File: src/rtl/pc_gen.sv
// Fetch program-counter generator.
// Boot-delay sequencer, prioritised redirects with alignment checking,
// halt/resume with interrupt wake, 2/4-byte step and a fetch handshake.
module pc_gen #(
    parameter int                    ADDR_WIDTH = 32,
    parameter logic [ADDR_WIDTH-1:0] RESET_ADDR = '0,
    parameter int                    NUM_REDIR  = 2,
    parameter int                    BOOT_DELAY = 0,
    parameter int                    ALIGN_C    = 0
) (
    input  logic                            clk_i,
    input  logic                            rst_i,
    input  logic [NUM_REDIR-1:0]            redir_valid_i,
    input  logic [NUM_REDIR*ADDR_WIDTH-1:0] redir_pc_i,
    input  logic                            stall_i,
    input  logic                            fetch_ready_i,
    input  logic                            step_c_i,
    input  logic                            halt_i,
    input  logic                            resume_i,
    output logic [ADDR_WIDTH-1:0]           pc_o,
    output logic                            pc_valid_o,
    output logic [NUM_REDIR-1:0]            redir_taken_o,
    output logic                            misalign_o,
    output logic                            halted_o
);

    localparam int CH_W = (NUM_REDIR > 1) ? $clog2(NUM_REDIR) : 1;

    localparam logic [1:0] ST_BOOT = 2'd0;
    localparam logic [1:0] ST_RUN  = 2'd1;
    localparam logic [1:0] ST_HALT = 2'd2;

    // Clear the low bits that the instruction granularity cannot address.
    function automatic logic [ADDR_WIDTH-1:0] align_addr(input logic [ADDR_WIDTH-1:0] a);
        logic [ADDR_WIDTH-1:0] r;
        r    = a;
        r[0] = 1'b0;
        if (ALIGN_C == 0) r[1] = 1'b0;
        return r;
    endfunction

    // True when align_addr would drop a set bit.
    function automatic logic is_misaligned(input logic [ADDR_WIDTH-1:0] a);
        return (ALIGN_C == 0) ? (a[1] | a[0]) : a[0];
    endfunction

    function automatic logic [NUM_REDIR-1:0] onehot(input logic [CH_W-1:0] idx);
        logic [NUM_REDIR-1:0] v;
        v      = '0;
        v[idx] = 1'b1;
        return v;
    endfunction

    logic [1:0]            state_q;
    logic [7:0]            boot_cnt_q;
    logic [ADDR_WIDTH-1:0] pc_q;
    logic                  pc_valid_q;
    logic [NUM_REDIR-1:0]  redir_taken_q;
    logic                  misalign_q;
    logic                  pend_vld_q;
    logic [ADDR_WIDTH-1:0] pend_pc_q;
    logic [CH_W-1:0]       pend_idx_q;

    logic                  any_redir;
    logic [CH_W-1:0]       sel_idx;
    logic [ADDR_WIDTH-1:0] sel_raw;
    logic                  take_new;
    logic                  cand_vld;
    logic [ADDR_WIDTH-1:0] cand_pc;
    logic [CH_W-1:0]       cand_idx;
    logic [ADDR_WIDTH-1:0] pc_inc;

    // Priority encoder: lowest-index valid channel wins.
    always_comb begin
        any_redir = 1'b0;
        sel_idx   = '0;
        sel_raw   = '0;
        for (int k = NUM_REDIR - 1; k >= 0; k--) begin
            if (redir_valid_i[k]) begin
                any_redir = 1'b1;
                sel_idx   = CH_W'(k);
                sel_raw   = redir_pc_i[k*ADDR_WIDTH +: ADDR_WIDTH];
            end
        end
    end

    // Boot-time pending merge: a new request replaces the stored one unless
    // the stored one came from a strictly higher-priority channel.
    always_comb begin
        take_new = any_redir && (!pend_vld_q || (sel_idx <= pend_idx_q));
        cand_vld = pend_vld_q || any_redir;
        cand_pc  = take_new ? align_addr(sel_raw) : pend_pc_q;
        cand_idx = take_new ? sel_idx : pend_idx_q;
    end

    assign pc_inc = ((ALIGN_C != 0) && step_c_i) ? ADDR_WIDTH'(2) : ADDR_WIDTH'(4);

    // Sequencer, PC register and registered status outputs.
    always_ff @(posedge clk_i or posedge rst_i) begin
        if (rst_i) begin
            state_q       <= ST_BOOT;
            boot_cnt_q    <= 8'(BOOT_DELAY);
            pc_q          <= RESET_ADDR;
            pc_valid_q    <= 1'b0;
            redir_taken_q <= '0;
            misalign_q    <= 1'b0;
            pend_vld_q    <= 1'b0;
        end else begin
            redir_taken_q <= '0;
            misalign_q    <= 1'b0;
            case (state_q)
                ST_BOOT: begin
                    if (take_new) misalign_q <= is_misaligned(sel_raw);
                    if (boot_cnt_q == 8'd0) begin
                        state_q    <= ST_RUN;
                        pc_valid_q <= 1'b1;
                        pc_q       <= cand_vld ? cand_pc : RESET_ADDR;
                        if (cand_vld) redir_taken_q <= onehot(cand_idx);
                        pend_vld_q <= 1'b0;
                    end else begin
                        boot_cnt_q <= boot_cnt_q - 8'd1;
                        pend_vld_q <= cand_vld;
                        pend_pc_q  <= cand_pc;
                        pend_idx_q <= cand_idx;
                    end
                end
                ST_RUN: begin
                    if (any_redir) begin
                        pc_q          <= align_addr(sel_raw);
                        redir_taken_q <= onehot(sel_idx);
                        misalign_q    <= is_misaligned(sel_raw);
                    end else if (halt_i) begin
                        state_q    <= ST_HALT;
                        pc_valid_q <= 1'b0;
                    end else if (!stall_i && fetch_ready_i) begin
                        pc_q <= pc_q + pc_inc;
                    end
                end
                ST_HALT: begin
                    if (any_redir) begin
                        pc_q          <= align_addr(sel_raw);
                        redir_taken_q <= onehot(sel_idx);
                        misalign_q    <= is_misaligned(sel_raw);
                    end
                    // Channel 0 is the interrupt wake; resume beats halt.
                    if ((any_redir && (sel_idx == '0)) || resume_i) begin
                        state_q    <= ST_RUN;
                        pc_valid_q <= 1'b1;
                    end
                end
                default: begin
                    state_q    <= ST_BOOT;
                    boot_cnt_q <= 8'(BOOT_DELAY);
                    pc_valid_q <= 1'b0;
                    pend_vld_q <= 1'b0;
                end
            endcase
        end
    end

    assign pc_o          = pc_q;
    assign pc_valid_o    = pc_valid_q;
    assign redir_taken_o = redir_taken_q;
    assign misalign_o    = misalign_q;
    assign halted_o      = (state_q == ST_HALT);

endmodule

File: config.mk
export PLATFORM = sky130hd
export DESIGN_NAME = pc_gen
export DESIGN_NICKNAME = d
export VERILOG_FILES = /design/src/rtl/pc_gen.sv
export SDC_FILE = /design/constraint.sdc
export NUM_CORES = 1
export LEC_CHECK = 0
export CAP_MARGIN = 20
export CORE_AREA = 5 5 112 156
export CTS_BUF_LIST = sky130_fd_sc_hd__clkbuf_16
export DETAILED_ROUTE_END_ITERATION = 8
export DIE_AREA = 0 0 117 161
export DONT_BUFFER_PORTS = 1
export GPL_TIMING_DRIVEN = 0
export PLACE_DENSITY_LB_ADDON = 0.05
export RECOVER_POWER = 25
export SYNTH_ARGS = -nofsm -noshare
export SYNTH_HDL_FRONTEND = slang
export SYNTH_SLANG_ARGS = --single-unit
File: constraint.sdc
create_clock -name clk_i -period 7.3 [get_ports clk_i]
set_clock_uncertainty 0.15 [all_clocks]
set_input_delay 1.825 -clock clk_i [delete_from_list [all_inputs] [get_ports clk_i]]
set_output_delay 1.825 -clock clk_i [all_outputs]
set_load 0.1 [all_outputs]
# --- Word-level counts from Yosys, hierarchy flattened ---
# Index checks and enable logic that the tools add are counted.
word_totals:
  output_inout_bits: 37
  input_bits: 73
  elab_cells: 88
  register_bits: 80
op_classes:
  eq_ne: 10
  n_reduce_logical: 18
  addsub: 2
  mux: 39
  n_bitwise: 5
  n_lt_le_gt_ge: 5
ops:
  columns: ["op", "n"]
  rows:
  - ["two-way mux 32 bit", 9]
  - ["one-hot mux 32 bit (3 select lines)", 1]
  - ["adder 32 x 3 -> 32 bit, second input constant", 1]
  - ["one-hot mux 8 bit (2 select lines)", 1]
  - ["two-way mux 2 bit", 7]
  - ["two-way mux 1 bit", 13]
  - ["logical NOT 8 bit", 1]
  - ["two-way mux 8 bit", 1]
  - ["!= test 2 bit, second input constant", 4]
  - ["subtractor 8 x 1 -> 8 bit, second input constant", 1]
  - ["!= test 3 bit, second input constant", 2]
  - ["one-hot mux 2 bit (3 select lines)", 1]
  - ["logical AND 1 bit", 5]
  - ["AND reduction 5 bit", 1]
  - ["less-than comparator 1 x 2 -> 1 bit, second input constant", 2]
  - ["!= test 2 x 1 -> 1 bit, second input constant", 2]
  - ["NOT 1 bit", 4]
  - ["one-hot mux 1 bit (2 select lines)", 2]
  - ["one-hot mux 2 bit (2 select lines)", 1]
  - ["AND reduction 4 bit", 1]
  - ["logical OR 1 bit", 3]
  - ["one-hot mux 1 bit (3 select lines)", 1]
  - ["AND reduction 3 bit", 1]
  - ["nonzero test 3 bit", 1]
  - ["other kinds (10)", 13]

# --- Logic depth before layout (Yosys ltp) ---
# Gate-level depths: netlist (run 1).
logic_depth:
  word_depth: 13
  mapped_depth: 10
  depth_no_buf: 8

# --- Worst setup path after synthesis (run 1) ---
# OpenSTA, ideal clock, no wires.
synth_path:
  kind: "input port to flip-flop"
  start: "input port rst_i"
  end: "register pend_idx_q, enable pin"
  t_required_ns: 6.757
  path_buffers: 0
  path_slack_ns: 2.965
  setup_time_ns: 0.393
  path_stages: 2
  arrival_ns: 3.792
  path_cell_list: "inv_1 and2_1"
synth_between:
  elab_chain_len: 2
synth_lines:
  columns: ["item", "line", "source"]
  rows:
  - ["start: declaration", "12", "input logic rst_i,"]
  - ["NOT 1 bit (no source line)", null, null]
  - ["AND reduction 3 bit (no source line)", null, null]
  - ["end signal: assignment", "124", "pend_idx_q <= cand_idx;"]
  - ["end: declaration", "62", "logic [CH_W-1:0] pend_idx_q;"]
# Every way passes these cells.
# A chain may end at the register's enable or synchronous reset.

# --- Final worst setup path (run 1) ---
layout_path:
  start: "input port redir_valid_i[1]"
  end: "register pc_q[18] (netlist: pc_o[18])"
layout_between:
  elab_chain_len: 9
  elab_cells_between_ends: 19
  cone_classes: "1 x order compare; 3 x eq/ne; 11 x mux; 4 x reduce/logical"
layout_lines:
  columns: ["item", "line", "source"]
  rows:
  - ["start: declaration", "13", "input logic [NUM_REDIR-1:0] redir_valid_i,"]
  - ["two-way mux 1 bit (2 in series)", "79", "if (redir_valid_i[k]) begin"]
  - ["less-or-equal comparator 1 bit", "90", "take_new = any_redir && (!pend_vld_q || (sel_idx <= pend_idx_q));"]
  - ["logical OR 1 bit", "90", null]
  - ["logical AND 1 bit", "90", null]
  - ["two-way mux 32 bit", "92", "cand_pc = take_new ? align_addr(sel_raw) : pend_pc_q;"]
  - ["two-way mux 32 bit", "117", "pc_q <= cand_vld ? cand_pc : RESET_ADDR;"]
  - ["two-way mux 32 bit", "114", "if (boot_cnt_q == 8'd0) begin"]
  - ["one-hot mux 32 bit (3 select lines)", "111", "case (state_q)"]
  - ["end signal: assignment", "117", null]
  - ["end signal: assignment", "129", "pc_q <= align_addr(sel_raw);"]
  - ["end signal: assignment", "136", "pc_q <= pc_q + pc_inc;"]
  - ["end: declaration", "56", "logic [ADDR_WIDTH-1:0] pc_q;"]
# Several ways; a longest one is shown, not always the timed one. The select of a mux whose other input is x is not followed.

==> results of run 1 <==
[routing by layer]
layer	vias to the layer above	track usage, %	share of wire, %
met3	25	3.786	4.7
met2	108	33.09	52
met4	0	8.346	3.2
met1	2123	22.29	40
li1	2076	-	-
met5	-	0	0
[cell type report]
cell class	count	area [um^2]
buffer	40	178.9
clock inverter	6	50.05
clock buffer	10	250.2
sequential	80	2167
tap	199	249.0
timing repair buffer	2	31.28
inverter	15	56.30
fill	1690	10540
multi-input combinational	412	2440
[worst min path at each step]
stage                                   start                         to  slack [ns]  depth (start not counted)
finish              boot_cnt_q[6]$_DFFE_PP0P_  boot_cnt_q[6]$_DFFE_PP0P_        0.36                          1
floorplan           boot_cnt_q[6]$_DFFE_PP0P_  boot_cnt_q[6]$_DFFE_PP0P_        0.32                          1
global route        boot_cnt_q[6]$_DFFE_PP0P_  boot_cnt_q[6]$_DFFE_PP0P_        0.39                          1
detailed placement  boot_cnt_q[6]$_DFFE_PP0P_  boot_cnt_q[6]$_DFFE_PP0P_        0.35                          1
CTS                 boot_cnt_q[6]$_DFFE_PP0P_  boot_cnt_q[6]$_DFFE_PP0P_        0.37                          1
global placement    boot_cnt_q[6]$_DFFE_PP0P_  boot_cnt_q[6]$_DFFE_PP0P_        0.35                          1
[report_power, final]
group          total (W)  internal [W]  switching (W)
clock           0.000476      0.000281       0.000195
sequential       0.00139      0.000641       0.000746
combinational    0.00113      0.000373       0.000759
total            0.00300       0.00130        0.00170
[flip-flops by register name (all words and copies together), names as in the netlist]
signal         flops
pc_o              32
pend_idx_q         1
pend_pc_q         32
pc_valid_o         1
redir_taken_o      2
state_q            2
pend_vld_q         1
misalign_o         1
boot_cnt_q         8
[critical path, cell delays in order]
cell and delay (ns):
buf_2 0.17, o21a_1 0.22, o21ai_1 0.78, buf_2 0.43, o32ai_1 0.17, a31oi_1 0.17, o21ai_0 0.09
[through the flow]
step	setup slack, ns	cells	util (%)	cell area [um^2]
finish	3.483	764	33.97	5423
global route	3.032	764	33.97	5423
CTS	3.410	763	33.89	5411
detailed placement	3.031	747	32.01	5111
global placement	1.635	746	31.88	5090
floorplan	2.965	547	-	4841
[cell usage after synthesis, types with 2 or more instances]
| master | count | share of area, % |
|---|---|---|
| or3_1 | 2 | 0.26 |
| a221oi_1 | 8 | 1.4 |
| and4_1 | 6 | 1.1 |
| xnor2_1 | 4 | 0.72 |
| and3_1 | 7 | 0.90 |
| nand4_2 | 3 | 0.78 |
| o21ai_1 | 4 | 0.41 |
| clkbuf_1 | 18 | 1.4 |
| inv_1 | 15 | 1.2 |
| nand4_1 | 4 | 0.52 |
| nand2b_1 | 3 | 0.39 |
| a22oi_1 | 31 | 4.8 |
| buf_1 | 3 | 0.23 |
| a21oi_1 | 37 | 3.8 |
| nand3_1 | 9 | 0.93 |
| a21o_1 | 4 | 0.62 |
| a211oi_1 | 2 | 0.31 |
| o21ai_0 | 49 | 5.1 |
| o22ai_1 | 9 | 1.2 |
| edfxtp_1 | 33 | 20 |
| a31oi_1 | 9 | 1.2 |
| nor3_1 | 9 | 0.93 |
| nor4_1 | 4 | 0.52 |
| o21a_1 | 3 | 0.47 |
| nor2_1 | 85 | 6.6 |
| buf_2 | 17 | 1.8 |
| mux2i_1 | 2 | 0.41 |
| nand2_1 | 38 | 2.9 |
| and2_1 | 16 | 2.1 |
| o31ai_1 | 7 | 1.1 |
| dfrtp_1 | 47 | 24 |
| o211ai_1 | 5 | 0.78 |
| nor2b_1 | 2 | 0.26 |
| nor3b_1 | 3 | 0.47 |
| ha_1 | 7 | 1.8 |
| or4_1 | 4 | 0.62 |
| nor4_2 | 2 | 0.52 |
| xor2_1 | 2 | 0.36 |
| buf_4 | 2 | 0.31 |
| nor4b_1 | 2 | 0.36 |
| o32ai_1 | 12 | 2.2 |
[cells by family (layout without fill, tap and decap cells)]
| group | after synthesis | count (layout) |
|---|---|---|
| mux | 3 | 3 |
| simple gates | 205 | 205 |
| flops | 80 | 80 |
| compound gates | 191 | 191 |
| buf+inv | 55 | 73 |
| fa+ha+maj | 7 | 7 |
| xor+xnor | 6 | 6 |
==> flow_metrics.py, run 1 <==
metrics = {
    "setup_path": {
        "critical_path_class": "in -> reg",
        "arrival_ns": 3.88,
        "regToRegStartpoint": "state_q[0]$_DFFE_PP0P_",
        "reg2reg_depth": 8,
        "worst_setup_path_end_kind": "flop",
        "worstReg2RegEnd": "pc_o[6]$_DFFE_PP0P_",
        "critPathLaunch": "redir_valid_i[1]",
        "critPathRequiredTime_ns": 7.36,
        "cp-endpoint": "pc_o[18]$_DFFE_PP0P_",
        "r2r_setup_slack_ns": 3.88,
        "cp-start-kind": "primary input",
        "crit_fanout": 10,
    },
    "final_layout": {
        "final_common_cell": "nor2_1",
        "final_nets": 640,
        "drive_above_1_share_pct": 7.965,
        "n_antenna_cell": 0,
        "final_cell_mix": "85 x nor2_1, 49 x o21ai_0, 47 x dfrtp_1, 38 x nand2_1, 37 x a21oi_1",
        "syn_to_final_growth_pct": 12.02,
    },
    "logic_synthesis": {
        "synthCells": 547,
        "synthMuxAreaShare_pct": 0.6462,
        "yosysWarnings": 0,
        "synth_cell_types": 59,
        "synth-main-ff-cell": "dfrtp_1",
        "synthSimpleGateAreaFrac_pct": 21.43,
        "synth.avg_cell_area_um2": 8.850,
        "synthArstFlopShare_pct": 58.75,
        "synth_edf_count": 33,
        "synthXorXnorAreaFrac_pct": 1.086,
        "synth_top_family_by_area": "compound AO/OA/AOI/OAI gates",
        "netlist_area_um2": 4841,
        "ys_seq_elements": 80,
        "synthAdderAreaFrac_pct": 1.809,
        "yosysSeqAreaShare_pct": 44.77,
        "synth_compound_area_share_pct": 25.41,
        "syn_nets": 627,
    },
    "power_and_ir_drop": {
        "leakagePower_nw": 2.069,
        "p_per_area_nw_per_um2": 552.3,
        "p_total_w": 0.002995,
        "ir_drop_uv": 294.4,
    },
    "drt": {
        "dr.pass1.iters": 5,
        "drc": 0,
        "drt-total-wl_mm": 17.71,
        "drt-initial-drc-count": 238,
        "viasPerCell": 5.670,
        "ant_nets": 0,
        "routedWlPerCell_um": 23.18,
        "vias": 4332,
    },
    "floorplanning": {
        "die_area_um2": 18840,
        "start_util_pct": 30.32,
        "boundaryPins": 110,
        "rows": 55,
        "die_w_um": 117,
        "die_y_um": 161,
        "core-area_um2": 15970,
    },
    "sta": {
        "finalHoldViolations": 0,
        "rsz0062_at_grt": "false",
        "tns_ns": 0,
        "drv_slew": 25,
        "fmax_mhz": 262.0,
        "hold_slack_ns": 0.3622,
        "slew_headroom_pct": -4.311,
        "tightest_slew_ns": 1.565,
        "finalCritPeriodShare_pct": 52.29,
        "setup_viol": 0,
        "period_needed_ns": 3.817,
    },
    "clock_tree": {
        "numCtsBuffers": 9,
        "clock-root-buffer": "clkbuf_16",
        "cts_resized": 0,
        "clock-sinks": 80,
        "cts_buffer_depth": 2,
        "postCtsSetupRepairBufs": 0,
        "ctsHoldBuffers": 0,
        "htreeDepth": 3,
        "cts.reportedPaths.clkPinSlew_ns": 0.06,
        "cts_tree": "built",
        "clock_latency_ns": 0.35,
    },
    "placed_design": {
        "gp_congestion": 0.8067,
        "place.port_buffers": 0,
        "dp_hpwl_mm": 12.95,
    },
    "global_routing": {
        "grt_use_total_pct": 19.04,
        "grt_overflow": 0,
        "grt_pass1_vias": 4430,
        "grt_pass1_wl_mm": 26.68,
        "antenna_found_initial": 0,
        "grt_max_degree": 34,
    },
    "outcome": {
        "status": "finished, violations left",
        "violations": "capacitance limit, slew limit",
    },
    "worst_hold_path": {
        "hold_path_class": "reg -> reg",
    },
    "flow_run": {
        "cap_violations": 1,
    },
}
Note: power is estimated with default switching activity, not from simulation.
==> run 2, diff against run 1 <==
==> constraint.sdc (replaced) <==
create_clock -name clk_i -period 3.9 [get_ports clk_i]
set_clock_uncertainty 0.15 [all_clocks]
set_input_delay 0.975 -clock clk_i [delete_from_list [all_inputs] [get_ports clk_i]]
set_output_delay 0.975 -clock clk_i [all_outputs]
set_load 0.1 [all_outputs]
==> flow_metrics.py, run 2 (synthesis gave the netlist of run 1 again) <==
metrics = {
    "outcome": {
        "status": "finished, violations left",
        "violations": "capacitance limit, slew limit",
    },
    "final_layout": {
        "multiInputGateArea_um2": 2440,
        "n_antenna_cell": 0,
        "regArea_um2": 2167,
        "fin_util_pct": 33.95,
        "final_common_cell": "nor2_1",
        "final_nets": 640,
        "drive_above_1_share_pct": 7.611,
        "syn_to_final_growth_pct": 11.97,
        "fillers": 1691,
        "final_cell_mix": "85 x nor2_1, 49 x o21ai_0, 47 x dfrtp_1, 38 x nand2_1, 37 x a21oi_1",
    },
    "sta": {
        "finalCritPeriodShare_pct": 87.18,
        "drv_slew": 25,
        "fmax_mhz": 294.1,
        "rsz0062_at_grt": "false",
        "finalHoldViolations": 0,
        "period_needed_ns": 3.400,
        "setup_viol": 0,
        "slew_headroom_pct": -3.746,
        "tightest_slew_ns": 1.556,
        "hold_slack_ns": 0.3613,
    },
    "global_routing": {
        "grt_overflow": 0,
        "grt_pass1_vias": 4430,
        "grt_pass1_wl_mm": 26.68,
        "antenna_found_initial": 0,
        "grt_use_total_pct": 19.04,
        "grt_max_degree": 34,
    },
    "power_and_ir_drop": {
        "p_per_area_nw_per_um2": 1034,
        "leakagePower_nw": 2.063,
        "p_total_w": 0.005603,
        "ir_drop_uv": 549.3,
    },
    "placed_design": {
        "place.port_buffers": 0,
        "gp_congestion": 0.8067,
        "dp_hpwl_mm": 12.95,
    },
    "floorplanning": {
        "die_y_um": 161,
        "die_area_um2": 18840,
        "die_w_um": 117,
        "start_util_pct": 30.32,
        "rows": 55,
        "core-area_um2": 15970,
        "boundaryPins": 110,
    },
    "setup_path": {
        "critPathRequiredTime_ns": 3.95,
        "critical_path_class": "reg -> reg",
        "reg2reg_depth": 8,
        "r2r_setup_slack_ns": 0.50,
        "cp-start-kind": "flop",
        "arrival_ns": 3.45,
        "crit_fanout": 10,
        "regToRegStartpoint": "state_q[0]$_DFFE_PP0P_",
        "worstReg2RegEnd": "pc_o[6]$_DFFE_PP0P_",
        "worst_setup_path_end_kind": "flop",
    },
    "clock_tree": {
        "ctsHoldBuffers": 0,
        "clock-sinks": 80,
        "htreeDepth": 3,
        "cts.reportedPaths.clkPinSlew_ns": 0.07,
        "cts_tree": "built",
        "cts_buffer_depth": 2,
        "cts_resized": 0,
        "clock_latency_ns": 0.35,
        "clock-root-buffer": "clkbuf_16",
        "numCtsBuffers": 9,
        "postCtsSetupRepairBufs": 0,
    },
    "worst_hold_path": {
        "hold_path_class": "reg -> reg",
        "hold_start": "boot_cnt_q[6]$_DFFE_PP0P_",
        "whs_path_depth": 1,
        "min_delay_worst_endpoint": "boot_cnt_q[6]$_DFFE_PP0P_",
    },
    "drt": {
        "routedWlPerCell_um": 23.14,
        "viasPerCell": 5.673,
        "ant_nets": 0,
        "drc": 0,
        "dr.pass1.iters": 4,
        "drt-initial-drc-count": 292,
        "drt-total-wl_mm": 17.68,
        "vias": 4334,
    },
    "flow_run": {
        "cap_violations": 1,
    },
}
-- run 2: report_power, final --
group | internal (W) | total [W] | switching [W]
combinational | 0.000699 | 0.00212 | 0.00142
clock | 0.000526 | 0.000890 | 0.000365
sequential | 0.00120 | 0.00260 | 0.00140
-- run 2: worst max-delay path by stage --
stage / slack (ns) / start / end / cells after the start
global route: 0.18 / state_q[0]$_DFFE_PP0P_ / pc_o[12]$_DFFE_PP0P_ / 8
detailed placement: 0.42 / state_q[0]$_DFFE_PP0P_ / pc_o[18]$_DFFE_PP0P_ / 8
finish: 0.50 / state_q[0]$_DFFE_PP0P_ / pc_o[6]$_DFFE_PP0P_ / 8
global placement: -0.92 / rst_i / pend_pc_q[12]$_DFFE_PP_ / 2
floorplan: 0.41 / rst_i / pend_idx_q$_DFFE_PP_ / 2
CTS: 0.41 / state_q[0]$_DFFE_PP0P_ / pc_o[18]$_DFFE_PP0P_ / 8
-- run 2: critical path, stage by stage (launching register included) --
cell and delay [ns]:
dfrtp_1 0.42, inv_1 0.10, ha_1 0.82, clkbuf_1 0.37, o21ai_0 0.19, o21ai_1 0.28
buf_2 0.30, clkbuf_1 0.44, o21ai_0 0.17
-- run 2: through the flow --
| step | area [um^2] | setup slack (ns) | TNS, ns | instances |
|---|---|---|---|---|
| floorplan | 4841 | 0.4150 | 0 | 547 |
| global placement | 5090 | -0.9152 | -30.13 | 746 |
| detailed placement | 5111 | 0.4243 | 0 | 747 |
| CTS | 5411 | 0.4145 | 0 | 763 |
| global route | 5420 | 0.1786 | 0 | 764 |
| finish | 5420 | 0.5001 | 0 | 764 |
-- run 2: area by class of cell --
| class | instances | share of cell area (%) |
|---|---|---|
| Tap cell | 199 | 4.594 |
| Sequential cell | 80 | 39.98 |
| Clock inverter | 6 | 0.9234 |
| Inverter | 15 | 1.039 |
| Clock buffer | 10 | 4.617 |
| Timing Repair Buffer | 2 | 0.5771 |
| Multi-Input combinational cell | 412 | 45.01 |
| Buffer | 40 | 3.255 |
-- run 2: metal layers --
metal  routed length, um  vias to the layer above  GRT usage [%]
li1                    -                     2078              -
met2                9191                      104          33.09
met1                7118                     2125          22.29
met4                 564                        0          8.346
met3                 804                       27          3.786
met5                   0                        -              0
==> run 3, diff against run 2 <==
--- a/config.mk
+++ b/config.mk
@@ -6,10 +6,10 @@
 export NUM_CORES = 1
 export LEC_CHECK = 0
 export CAP_MARGIN = 20
-export CORE_AREA = 5 5 112 156
+export CORE_AREA = 5 5 82 115
 export CTS_BUF_LIST = sky130_fd_sc_hd__clkbuf_16
 export DETAILED_ROUTE_END_ITERATION = 8
-export DIE_AREA = 0 0 117 161
+export DIE_AREA = 0 0 87 120
 export DONT_BUFFER_PORTS = 1
 export GPL_TIMING_DRIVEN = 0
 export PLACE_DENSITY_LB_ADDON = 0.05
==> flow_metrics.py, run 3 (synthesis gave the netlist of run 1 again) <==
metrics = {
    "drt": {
        "routedWlPerCell_um": 22.41,
        "drt-total-wl_mm": 14.99,
        "drc": 0,
        "viasPerCell": 6.791,
        "ant_nets": 0,
        "vias": 4543,
        "drt-initial-drc-count": 341,
        "dr.pass1.iters": 5,
    },
    "sta": {
        "fmax_mhz": 290.5,
        "drv_slew": 0,
        "finalHoldViolations": 0,
        "period_needed_ns": 3.442,
        "rsz0062_at_grt": "false",
        "finalCritPeriodShare_pct": 88.25,
        "setup_viol": 0,
        "tightest_slew_ns": 1.134,
        "hold_slack_ns": 0.3678,
        "slew_headroom_pct": 24.43,
    },
    "global_routing": {
        "grt_use_total_pct": 29.10,
        "grt_overflow": 0,
        "grt_pass1_vias": 4597,
        "grt_max_degree": 41,
        "grt_pass1_wl_mm": 23.43,
        "antenna_found_initial": 0,
    },
    "clock_tree": {
        "postCtsSetupRepairBufs": 0,
        "numCtsBuffers": 9,
        "cts_buffer_depth": 2,
        "clock-root-buffer": "clkbuf_16",
        "cts.reportedPaths.clkPinSlew_ns": 0.07,
        "cts_tree": "built",
        "ctsHoldBuffers": 0,
        "cts_resized": 0,
        "clock_latency_ns": 0.34,
        "htreeDepth": 3,
        "clock-sinks": 80,
    },
    "placed_design": {
        "place.port_buffers": 0,
        "dp_cells": 653,
        "dp_hpwl_mm": 10.82,
        "gp_congestion": 0.8864,
    },
    "floorplanning": {
        "boundaryPins": 110,
        "die_area_um2": 10440,
        "die_y_um": 120,
        "rows": 40,
        "core-area_um2": 8358,
        "die_w_um": 87,
        "start_util_pct": 57.92,
    },
    "final_layout": {
        "syn_to_final_growth_pct": 9.873,
        "final_cell_mix": "85 x nor2_1, 49 x o21ai_0, 47 x dfrtp_1, 38 x nand2_1, 37 x a21oi_1",
        "fin_util_pct": 63.64,
        "n_antenna_cell": 0,
        "regArea_um2": 2167,
        "finalNonFillerCells": 669,
        "fillers": 737,
        "multiInputGateArea_um2": 2440,
        "final_common_cell": "nor2_1",
        "final_nets": 639,
        "drive_above_1_share_pct": 8.333,
    },
    "setup_path": {
        "reg2reg_depth": 8,
        "cp-start-kind": "flop",
        "worst_setup_path_end_kind": "flop",
        "crit_fanout": 10,
        "critPathRequiredTime_ns": 3.94,
        "critical_path_class": "reg -> reg",
        "regToRegStartpoint": "state_q[0]$_DFFE_PP0P_",
        "critPathTopFamily": "buffers and inverters",
        "worstPathBufferInverterCount": 4,
        "slowest_delay_ns": 0.82,
        "slowest_stage": "ha_1",
        "arrival_ns": 3.49,
        "cp_cell_sequence": "inv_1 -> ha_1 -> clkbuf_1 -> o21ai_0 -> o21ai_1 -> buf_2 -> clkbuf_1 -> o21ai_0",
        "worstReg2RegEnd": "pc_o[11]$_DFFE_PP0P_",
        "critPathLaunch": "state_q[0]$_DFFE_PP0P_",
        "r2r_setup_slack_ns": 0.46,
    },
    "outcome": {
        "status": "completed",
    },
    "flow_run": {
        "cap_violations": 0,
    },
    "power_and_ir_drop": {
        "p_total_w": 0.005576,
        "p_per_area_nw_per_um2": 1048,
        "leakagePower_nw": 2.060,
        "ir_drop_uv": 793.1,
    },
    "worst_hold_path": {
        "hold_path_class": "in -> async",
    },
}
run 3: worst max-delay path by stage:
stage | to | slack [ns] | cells past startpoint
after floorplan | pend_idx_q$_DFFE_PP_ | 0.41 | 2
after global placement | pend_pc_q[10]$_DFFE_PP_ | -0.57 | 2
after detailed placement | pc_o[11]$_DFFE_PP0P_ | 0.53 | 8
after CTS | pc_o[11]$_DFFE_PP0P_ | 0.51 | 8
after global routing | pc_o[22]$_DFFE_PP0P_ | 0.31 | 7
final | pc_o[11]$_DFFE_PP0P_ | 0.46 | 8
run 3: area by class of cell:
class,instances,share of cell area (%)
clock buffer,9,4.234
timing repair buffer,1,0.3764
sequential,80,40.74
clock inverter,7,1.929
multi-input combinational,412,45.87
buffer,40,3.317
inverter,15,1.059
tap,105,2.470
run 3: per-layer routing:
layer / wire [um] / vias to the layer above / share of wire [%] / track usage [%]
met1: 5789 / 2216 / 39 / 34.25
met4: 712 / 0 / 4.7 / 16.37
met2: 7614 / 201 / 51 / 49.00
met3: 877 / 45 / 5.8 / 5.082
met5: 0 / - / 0 / 0
li1: - / 2081 / - / -
run 3: per-stage QoR:
stage / area, um^2 / worst slack (ns) / TNS (ns)
after floorplan: 4841 / 0.4150 / 0
after global placement: 4972 / -0.5694 / -18.74
final: 5319 / 0.4582 / 0
after detailed placement: 4994 / 0.5289 / 0
after global routing: 5319 / 0.3148 / 0
after CTS: 5321 / 0.5095 / 0
run 3: where the power goes:
part	leakage [nW]	switching [W]	internal, W
combinational	0.994	0.00134	0.000680
clock	0.157	0.000369	0.000568
sequential	0.910	0.00142	0.00120
total	2.06	0.00313	0.00245
